$ cat src/rtl/lock_ctrl_fsm.sv
// ============================================================================
// Module   : lock_ctrl_fsm
// Purpose  : Master FSM of the 4-digit password lock (entry, compare, timers).
// Revision : 1.0 - initial release
// ============================================================================
`default_nettype none

module lock_ctrl_fsm #(
    parameter logic [15:0] RESET_PWD    = 16'h1234,
    parameter int          MAX_ERR      = 3,
    parameter int          UNLOCK_TICKS = 1000000,
    parameter int          ERROR_TICKS  = 500000,
    parameter int          ALARM_TICKS  = 500000
) (
    input  logic        i_clk,
    input  logic        i_rst_n,
    input  logic        i_tick,
    input  logic        i_key_valid,
    input  logic [3:0]  i_key_code,
    output logic [2:0]  o_current_state,
    output logic [15:0] o_code,
    output logic [3:0]  o_error_times,
    output logic [19:0] o_count_clk,
    output logic        o_door_open
);

    localparam logic [2:0] S_WAIT   = 3'd0;
    localparam logic [2:0] S_INPUT  = 3'd1;
    localparam logic [2:0] S_UNLOCK = 3'd2;
    localparam logic [2:0] S_ERROR  = 3'd3;
    localparam logic [2:0] S_ALARM  = 3'd4;
    localparam logic [2:0] S_ADMIN  = 3'd5;

    localparam logic [15:0] c_BLANK   = 16'hAAAA;
    localparam logic [3:0]  c_K_ENTER = 4'hA;
    localparam logic [3:0]  c_K_CLEAR = 4'hB;
    localparam logic [3:0]  c_K_ADMIN = 4'hC;

    localparam logic [19:0] c_UNLOCK_T = 20'(UNLOCK_TICKS);
    localparam logic [19:0] c_ERROR_T  = 20'(ERROR_TICKS);
    localparam logic [19:0] c_ALARM_T  = 20'(ALARM_TICKS);
    localparam logic [4:0]  c_MAX_ERR  = 5'(MAX_ERR);

    logic [2:0]  r_state;
    logic [15:0] r_code;
    logic [2:0]  r_cnt;
    logic [3:0]  r_err;
    logic [19:0] r_timer;
    logic [15:0] r_pwd;

    logic        w_digit;
    logic        w_enter;
    logic        w_clear;
    logic        w_admin;
    logic        w_full;
    logic        w_expire;
    logic [4:0]  w_err_next;
    logic [3:0]  w_err_sat;
    logic [15:0] w_code_shift;

    assign w_digit      = i_key_valid && (i_key_code <= 4'd9);
    assign w_enter      = i_key_valid && (i_key_code == c_K_ENTER);
    assign w_clear      = i_key_valid && (i_key_code == c_K_CLEAR);
    assign w_admin      = i_key_valid && (i_key_code == c_K_ADMIN);
    assign w_full       = (r_cnt == 3'd4);
    // <=1 instead of ==1 keeps a zero-length timer from wrapping to 2^20-1
    assign w_expire     = i_tick && (r_timer <= 20'd1);
    assign w_err_next   = {1'b0, r_err} + 5'd1;
    assign w_err_sat    = (r_err == 4'hF) ? 4'hF : w_err_next[3:0];
    assign w_code_shift = {r_code[11:0], i_key_code};

    always_ff @(posedge i_clk or negedge i_rst_n) begin
        if (!i_rst_n) begin
            r_state <= S_WAIT;
            r_code  <= c_BLANK;
            r_cnt   <= 3'd0;
            r_err   <= 4'd0;
            r_timer <= 20'd0;
            r_pwd   <= RESET_PWD;
        end else begin
            case (r_state)
                S_WAIT: begin
                    if (w_digit) begin
                        r_state <= S_INPUT;
                        r_code  <= w_code_shift;
                        r_cnt   <= 3'd1;
                    end
                end
                S_INPUT: begin
                    if (w_digit && !w_full) begin
                        r_code <= w_code_shift;
                        r_cnt  <= r_cnt + 3'd1;
                    end else if (w_clear) begin
                        r_code <= c_BLANK;
                        r_cnt  <= 3'd0;
                    end else if (w_enter && w_full) begin
                        r_code <= c_BLANK;
                        r_cnt  <= 3'd0;
                        if (r_code == r_pwd) begin
                            r_state <= S_UNLOCK;
                            r_err   <= 4'd0;
                            r_timer <= c_UNLOCK_T;
                        end else if (w_err_next < c_MAX_ERR) begin
                            r_state <= S_ERROR;
                            r_err   <= w_err_sat;
                            r_timer <= c_ERROR_T;
                        end else begin
                            r_state <= S_ALARM;
                            r_err   <= w_err_sat;
                            r_timer <= c_ALARM_T;
                        end
                    end
                end
                S_UNLOCK: begin
                    // Expiry takes priority over a coincident ADMIN key
                    if (w_expire) begin
                        r_state <= S_WAIT;
                        r_timer <= 20'd0;
                    end else if (w_admin) begin
                        r_state <= S_ADMIN;
                        r_timer <= 20'd0;
                        r_code  <= c_BLANK;
                        r_cnt   <= 3'd0;
                    end else if (i_tick) begin
                        r_timer <= r_timer - 20'd1;
                    end
                end
                S_ERROR: begin
                    if (w_expire) begin
                        r_state <= S_WAIT;
                        r_timer <= 20'd0;
                    end else if (i_tick) begin
                        r_timer <= r_timer - 20'd1;
                    end
                end
                S_ALARM: begin
                    if (w_expire) begin
                        r_state <= S_WAIT;
                        r_timer <= 20'd0;
                        r_err   <= 4'd0;
                    end else if (i_tick) begin
                        r_timer <= r_timer - 20'd1;
                    end
                end
                S_ADMIN: begin
                    if (w_digit && !w_full) begin
                        r_code <= w_code_shift;
                        r_cnt  <= r_cnt + 3'd1;
                    end else if (w_enter && w_full) begin
                        r_pwd   <= r_code;
                        r_state <= S_WAIT;
                        r_code  <= c_BLANK;
                        r_cnt   <= 3'd0;
                    end else if (w_clear) begin
                        if (r_cnt == 3'd0) begin
                            r_state <= S_WAIT;
                        end
                        r_code <= c_BLANK;
                        r_cnt  <= 3'd0;
                    end
                end
                default: begin
                    r_state <= S_WAIT;
                    r_code  <= c_BLANK;
                    r_cnt   <= 3'd0;
                    r_timer <= 20'd0;
                end
            endcase
        end
    end

    assign o_current_state = r_state;
    assign o_code          = r_code;
    assign o_error_times   = r_err;
    assign o_count_clk     = r_timer;
    assign o_door_open     = (r_state == S_UNLOCK);

endmodule

`default_nettype wire

$ cat config.mk
export PLATFORM = sky130hd
export DESIGN_NAME = lock_ctrl_fsm
export DESIGN_NICKNAME = d
export VERILOG_FILES = /design/src/rtl/lock_ctrl_fsm.sv
export SDC_FILE = /design/constraint.sdc
export NUM_CORES = 1
export LEC_CHECK = 0
export CAP_MARGIN = 20
export CORE_ASPECT_RATIO = 0.6
export CORE_MARGIN = 2
export CORE_UTILIZATION = 30
export DETAILED_ROUTE_END_ITERATION = 8
export PLACE_DENSITY_LB_ADDON = 0.08
export SETUP_SLACK_MARGIN = 0.5
export SLEW_MARGIN = 40
export SYNTH_ARGS = -nofsm -noshare
export SYNTH_HDL_FRONTEND = slang
export SYNTH_SLANG_ARGS = --single-unit
$ cat constraint.sdc
create_clock -name i_clk -period 2.71 [get_ports i_clk]
set_input_delay 0.4065 -clock i_clk [delete_from_list [all_inputs] [get_ports i_clk]]
set_output_delay 0.4065 -clock i_clk [all_outputs]
set_load 0.1 [all_outputs]
# Word-level counts from Yosys, hierarchy flattened
# Index checks and enable logic that the tools add are counted.
# op_classes
magnitude_cmp,3
n_mux,49
n_reduce_logical,18
addsub,3
bitwise_logic,3
n_eq_ne,25
# op_table
op,n
$mux W20,8
$mux W16,9
$pmux W16 S5,1
$pmux W20 S4,1
$mux W3,21
$pmux W3 S5,2
$mux W4,6
$le A20 B1 Y1 const B,1
$sub A20 B1 Y20 const B,1
$eq A16 B16 Y1,1
$eq A4 B4 Y1 const B,4
$ne A2 B2 Y1 const B,7
$eq A3 B3 Y1 const B,3
$reduce_and A9 Y1,1
$ne A4 B4 Y1 const B,2
$pmux W4 S2,1
$logic_and A1 B1 Y1,7
$eq A3 B2 Y1 const B,2
$logic_not A3 Y1,2
$ne A3 B3 Y1 const B,2
$reduce_and A6 Y1,1
$add A4 B1 Y5 const B,1
$lt A5 B2 Y1 const B,1
$reduce_and A5 Y1,1
11 further kinds,15
# totals
output_inout_bits,44
regBits,62
input_bits,8
word_cells,107

# Longest topological paths before layout
# Gate-level depths: netlist (run 1).
# logic_depth
ltp_word,8
mapped_depth,9
ltp_nobuf,8

# Least setup slack after synthesis (run 1)
# OpenSTA, ideal clock, no wires.
# synth_path
path_type,register to register
startpoint,"register r_state[1], in the netlist o_current_state[1]"
endpoint,"register r_state[2], in the netlist o_current_state[2]"
setup_time_ps,66
required_ps,2644
arrival_ps,3849
stages_incl_launch_ff,5
path_slack_ps,-1205
path_buffers,0
path_cell_list,dfrtp_1 inv_1 nor3_1 a22o_1 mux2_2
# synth_via
elab_cells_between_ends,18
# synth_lines
item,line_no,rtl
"start, declared",44,logic [2:0] r_state;
"start signal, assigned",74,r_state <= S_WAIT;
"start signal, assigned",84,r_state <= S_INPUT;
"start signal, assigned",100,r_state <= S_UNLOCK;
$eq A3 B2 Y1 *,n/a,
named net o_door_open,24,output logic o_door_open
$ne A3 B1 Y1 (no line),n/a,
$reduce_and A9 Y1 (no line),n/a,
# The timed path passes the listed nets; every way through them passes the cells marked *.
# A chain may end at the register's enable or synchronous reset.

# Worst setup path after layout (run 1)
# layout_path
startpoint,"register r_timer[17], in the netlist o_count_clk[17]"
endpoint,"register r_code[8], in the netlist o_code[8]"
# layout_via
elab_chain_len,4
# layout_lines
item,line_no,rtl
"start, declared",48,logic [19:0] r_timer;
"start signal, assigned",102,r_timer <= c_UNLOCK_T;
"start signal, assigned",106,r_timer <= c_ERROR_T;
"start signal, assigned",110,r_timer <= c_ALARM_T;
$le A20 B1 Y1,67,assign w_expire = i_tick && (r_timer <= 20'd1);
$logic_and A1 B1 Y1,67,
$ne A2 B2 Y1 (no line),n/a,
$reduce_and A6 Y1 (no line),n/a,
"end signal, assigned",75,r_code <= c_BLANK;
"end signal, assigned",85,r_code <= w_code_shift;
"end signal, assigned",91,r_code <= w_code_shift;
"end, declared",45,logic [15:0] r_code;
# Every way passes these cells.

==> impl_results.md, run 1 <==
* Maximum number of pins on one net before global-route repair at 63
* Most frequent cell after synthesis: dfrtp_1
* Ordered list of cells on the worst path: or4_4, nor3_4, and3_4, a21oi_2, o311ai_4, buf_6, buf_12, mux2_2
* Slowest-stage cell, CP: or4_4
* Number of unique standard cell types used by synthesis at 52
* Sequential cell area fraction in the yosys report at 45.25%
* IO Count at 52
* Number of remaining DRC errors at 0
* Stage delay of the slowest cell on the critical path at 0.56 ns
* Capture instance of the worst register-to-register path: o_code[8]$_DFFE_PN0P_
* Number of failing hold endpoints at the final stage at 0
* Total of flip-flops plus latches after synthesis at 62
* Clock Skew at 0.008605 ns
* Min Tclk post-route at 2.543 ns
* Number of CTS-inserted buffers at 9
* Final core utilization at between 40% and 50%
* Crit path capture type: register
* Clock tree from TritonCTS: built
* R2R depth at 8
* Ratio of cells with drive above 1 in the final layout at 41.26%
* Leftover overflow at the end of global routing at 0
* Synthesized netlist cell count at 355
* Post-DR wirelength/cell at 17.86 microns
* Die H at just under 90 microns
* Startpoint kind of the worst setup timing path: register
* Final weighted congestion in routability-driven placement at between 0.8 and 0.9
* Drt via density at 5.193
* Pre-CTS setup slack at -0.03230 ns
* Clk_lat worst skew at roughly 0.33 ns
* Maximum clock path buffer count at 2
* Vias at 3064
* DRC violation total after the first TritonRoute iteration at 222
* GR Util All Layers at 18.12%
* Diode insertion count for antenna repair at 0
* Setup-violating endpoint count in the final report at 0
* Fraction of registers with async set/reset at 100.0%
* DP Wirelength at 7219 microns
* Syn_area_per_cell at 9.759 sq um
* Worst path arrival time at 2.75 ns
* Syn-to-layout area delta at 39.98%
* Total die area at 12450 sq um
* Critical path start-end classification: register to register
* Initial antenna violation count at 0
* Setup repair after global routing missed its margin: true
* Number of warnings reported in the yosys synthesis log at 0
* Number of sinks driven by the clock tree at 62
* Number of nets with antenna violations after routing at 0
* Die boundary width at about 140 microns
* Clock-pin slew of the registers on the worst-case setup and hold paths at 0.06 ns
* Buffers on Ports at 51
* H-tree levels at 3
* Max Fclk at 0.3933 GHz
* Largest driver fanout on the critical path at 5
* Cell at the root of the clock tree: clkbuf_16
* Final critical-path share of the clock period at 93.82%
* Tightest Hold Check Type: input pin to async pin
* Mapped Nets at 368
* Hold buffers post-CTS at 0
* Count of max-cap constraint violations at 0
* Origin of the critical flop-to-flop path: o_count_clk[17]$_DFFE_PN0P_
* Post-synthesis cell type with the largest combined area: dfrtp_1
* First-pass GRT wire length at roughly 17000 microns
* Initial core utilization at 30.77%
* Placement row count at 30
* Slew of the pin with the lowest slew margin at around 0.78 ns
* Post-synth EDFFs at 0
* Data required time at the worst endpoint at 2.92 ns
* Post-synthesis instance area at 3465 sq um
* Top FF cell, synth: dfrtp_1
* Placeable Area at around 11000 sq um
* Setup WS post-layout at 0.1674 ns
* Max-slew headroom at 47.90%
* Total Routed Length at 10540 microns
* Top post-synthesis cells by count: dfrtp_1, o21ai_0, mux2_2
* Final Max Slew Viols at 0
* Vias in the first global route at 3000
* Post-layout net count at 454
* Proportion of netlist area held by the largest area contributor at between 30% and 40%
* Detailed Routing Iterations Pass 1 at 4
* Main area contributors after synthesis: dfrtp_1, dfstp_2, mux2_2
* Run status: finished, final reports clean
* Slack of the worst reg-to-reg path at approximately 0.17 ns
critical path, delay by kind of cell (launching register included):
kind	cells	cell delay [ns]
AOI/OAI and AO/OA	2	0.29
buffers and inverters	2	0.27
DFF	1	0.42
muxes	1	0.32
and+or+nand+nor	3	1.11
per-layer routing:
layer  vias to the layer above  track usage, %  routed length (microns)
li1                       1467               -                        -
met1                      1523           28.70                     5853
met2                        66           23.47                     4107
met3                         8           4.673                      468
met4                         0           5.311                      109
met5                         -               0                        0
state kept, by name, indices dropped and copies added (netlist names):
signal,flops
o_code,16
r_cnt,3
o_count_clk,20
o_error_times,4
o_current_state,3
r_pwd,16
stage by stage:
stage	setup TNS (ns)	cells	cell area, sq um	hold WS [ns]
after CTS	0	587	4753	0.09282
final	0	590	4850	0.07993
after detailed placement	-0.2779	562	4265	0.4537
after global placement	0	562	4263	0.4554
after global routing	0	590	4850	0.1180
after floorplan	0	355	3540	0.1109
placed cells by master (no fill, tap or decap), drive strengths merged, types with 11 or more instances in the layout:
cell | synthesis | routed
nor2 | 22 | 22
inv | 21 | 21
nor3 | 15 | 15
o21ai | 38 | 38
a31oi | 11 | 11
clkbuf | 11 | 15
xor2 | 16 | 16
buf | 3 | 82
dfstp | 13 | 13
nand2 | 24 | 24
mux2 | 25 | 25
dfrtp | 49 | 49
a21oi | 16 | 16
worst max path at each step:
stage,endpoint,slack [ns],from,cells after the start
6_report,o_code[8]$_DFFE_PN0P_,0.17,o_count_clk[17]$_DFFE_PN0P_,8
5_1_grt,o_code[3]$_DFFE_PN1P_,0.08,o_count_clk[17]$_DFFE_PN0P_,9
4_1_cts,o_code[12]$_DFFE_PN0P_,0.17,o_count_clk[14]$_DFFE_PN0P_,8
3_5_place_dp,o_code[12]$_DFFE_PN0P_,-0.03,i_tick,8
3_3_place_gp,o_code[14]$_DFFE_PN0P_,0.04,i_tick,8
2_1_floorplan,o_code[2]$_DFFE_PN0P_,0.05,o_count_clk[14]$_DFFE_PN0P_,7
kinds of logic (layout without fill, tap and decap cells):
group | after synthesis | after routing | share of synthesized area [%]
and+or+nand+nor | 110 | 110 | 17.41
AOI/OAI and AO/OA | 92 | 92 | 16.40
DFF | 62 | 62 | 45.25
buffers and inverters | 35 | 126 | 4.117
muxes | 34 | 34 | 10.73
xor gates and xnor gates | 17 | 17 | 4.297
adders and majority gates | 5 | 5 | 1.806
layout make-up:
cell class / instances / area [sq um]
Fill cell: 1133 / 6411
Multi-Input combinational cell: 258 / 1914
Sequential cell: 62 / 1605
Timing Repair Buffer: 89 / 807.0
Clock buffer: 14 / 254.0
Tap cell: 144 / 180.2
Inverter: 21 / 78.83
Clock inverter: 2 / 10.01
what timing repair did:
item	4_1_cts	5_1_grt
gates resized for setup	38	19
cloned	3	1
buffers inserted	6	2
setup endpoints to repair	45	46
pin swaps	7	10
Power of run 1 is left out: the tool's default activity adds up to more than one toggle a clock period on the data nets, which glitch-free logic cannot reach.
==> run 2, diff against run 1 <==
clock period = 2.42 ns   (was 2.71 ns; I/O delays follow)
==> run 2 against run 1 <==
The flow now finishes with violations (negative setup slack). Clock skew is 0.0022 ns lower. Hold slack worse by 0.050 ns. Cell count up 4.2%. Count of clock-buffer cells in the layout fell by 4. Die area unchanged. Critical path type unchanged.
==> impl_results.md, run 2 (same netlist as run 1, synthesis figures left out) <==
* Final critical-path share of the clock period at 100.7%
* Clock-pin slew of the registers on the worst-case setup and hold paths at 0.06 ns
* Maximum clock path buffer count at 2
* Vias in the first global route at 3083
* Diode insertion count for antenna repair at 0
* Total die area at roughly 12000 sq um
* Number of CTS-inserted buffers at 9
* Fill cell total of the finished layout at 1056
* Final Max Slew Viols at 0
* Die boundary width at 142.7 microns
* Maximum number of pins on one net before global-route repair at 63
* Drt via density at 5.153
* Data required time at the worst endpoint at between 2 and 3 ns
* Commonest cells after routing, fill and taps aside: buf_4, dfrtp_1, mux2_2, inv_1, nor2_1
* Number of nets with antenna violations after routing at 0
* Number of sinks driven by the clock tree at 62
* Max-slew headroom at 45.55%
* Syn-to-layout area delta at 50.67%
* Placeable Area at 11260 sq um
* Run status: finished with violations
* DP Wirelength at 7237 microns
* Clock tree from TritonCTS: built
* Buffers on Ports at 51
* Max Fclk at 0.4103 GHz
* Clk_lat worst skew at 0.33 ns
* Total power draw at 0.008008 W
* Number of failing hold endpoints at the final stage at 0
* Total Routed Length at 10800 microns
* Cells after DPL at ~590
* Die H at between 80 and 90 microns
* Vias at 3169
* Count of max-cap constraint violations at 0
* Worst hold margin at around 0.030 ns
* Pre-CTS setup slack at -0.2056 ns
* Number of flip-flops in the largest register at 20
* First-pass GRT wire length at 17120 microns
* Post-layout net count at approximately 480
* Final Non-Filler Cells at slightly above 600
* Clock Skew at 0.006361 ns
* Final core utilization at a little under half
* Most frequent standard cell in the layout excluding fill and tap cells: buf_4
* Detailed Routing Iterations Pass 1 at 4
* Post-DR wirelength/cell at roughly 18 microns
* Slew of the pin with the lowest slew margin at 0.8137 ns
* R2R depth at 7
* IO Count at 52
* Startpoint kind of the worst setup timing path: register
* Initial antenna violation count at 0
* Violations in the final reports: negative setup slack
* Worst path arrival time at 2.65 ns
* Number of remaining DRC errors at 0
* Cell at the root of the clock tree: clkbuf_16
* Setup repair after global routing missed its margin: true
* Initial core utilization at 30.77%
* Min Tclk post-route at about 2.4 ns
* DRC violation total after the first TritonRoute iteration at 276
* Final weighted congestion in routability-driven placement at between 0.8 and 0.9
* Setup-violating endpoint count in the final report at 9
* GR Util All Layers at 18.15%
* Hold buffers post-CTS at 0
* Leftover overflow at the end of global routing at 0
* Power density normalized to cell area at between 1500 and 2000 nW/um^2
* H-tree levels at 3
* Setup WS post-layout at -0.01703 ns
* Critical path start-end classification: register to register
* Max IR drop VDD at 711.2 uV
* Crit path capture type: register
* Static power due to leakage at 2.400 nW
* Largest driver fanout on the critical path at 11
* Tightest Hold Check Type: input pin to async pin
* Ratio of cells with drive above 1 in the final layout at between 40 and 50%
* Placement row count at 30
run 2: cell count changes in the layout (fill, tap and decap cells not counted), sizes merged, moves of 2 or more:
cell           previous run  this run
buf                      82       105
dlygate4sd2               0         2
clkbuf                   15        13
clkdlybuf4s50             6         2
run 2: metal layers:
layer,vias to the layer above,track usage [%],routed length (microns)
met4,0,4.950,56
met5,-,0,0
met2,90,23.03,4343
met1,1565,29.18,5896
met3,2,4.838,503
li1,1512,-,-
run 2: path summary, 6_finish.rpt:
kind / slack (ns) / startpoint / end
max: -0.02 / o_count_clk[14]$_DFFE_PN0P_ / o_code[0]$_DFFE_PN0P_
max reg2reg: -0.02 / o_count_clk[14]$_DFFE_PN0P_ / o_code[0]$_DFFE_PN0P_
min reg2reg: 0.49 / o_count_clk[12]$_DFFE_PN0P_ / o_count_clk[12]$_DFFE_PN0P_
min in group i_clk: 0.49 / o_count_clk[12]$_DFFE_PN0P_ / o_count_clk[12]$_DFFE_PN0P_
max in group asynchronous: 2.05 / i_rst_n / o_code[15]$_DFFE_PN1P_
min: 0.03 / i_rst_n / r_pwd[13]$_DFFE_PN0P_
run 2: through the flow:
step / setup TNS, ns / area, sq um
after floorplan: -4.198 / 3605
after global placement: -2.418 / 4472
after detailed placement: -3.904 / 4474
after CTS: 0 / 5012
after global routing: -0.8187 / 5220
final: -0.1006 / 5220
run 2: area by class of cell:
class	instances	area (sq um)	area share [%]
Clock buffer	10	229.0	4.386
Tap cell	144	180.2	3.452
Sequential cell	62	1608	30.80
Clock inverter	6	61.31	1.174
Timing Repair Buffer	114	1041	19.94
Multi-Input combinational cell	258	2017	38.64
Inverter	21	83.83	1.606
run 2: repair_timing:
action	4_1_cts	5_1_grt
gates cloned	4	0
endpoints found under the setup margin	55	63
pin swaps	11	9
resized for setup	35	52
setup buffers	5	5
run 2: worst max-delay path, cell delays in order, from the launching register on:
cell and delay, ns:
dfrtp_4 0.47, or4_4 0.58, nor3_4 0.19, and3_4 0.24
a21oi_2 0.07, o311ai_4 0.26, buf_12 0.18, mux2_2 0.33
run 2: where the power goes:
| part | total [W] | internal (W) | switching [W] | leakage, nW |
|---|---|---|---|---|
| clock network | 0.00128 | 0.000795 | 0.000486 | 0.143 |
| logic | 0.00507 | 0.00169 | 0.00338 | 1.49 |
| registers | 0.00166 | 0.00136 | 0.000298 | 0.766 |
Power figures use the tool's default switching activity.
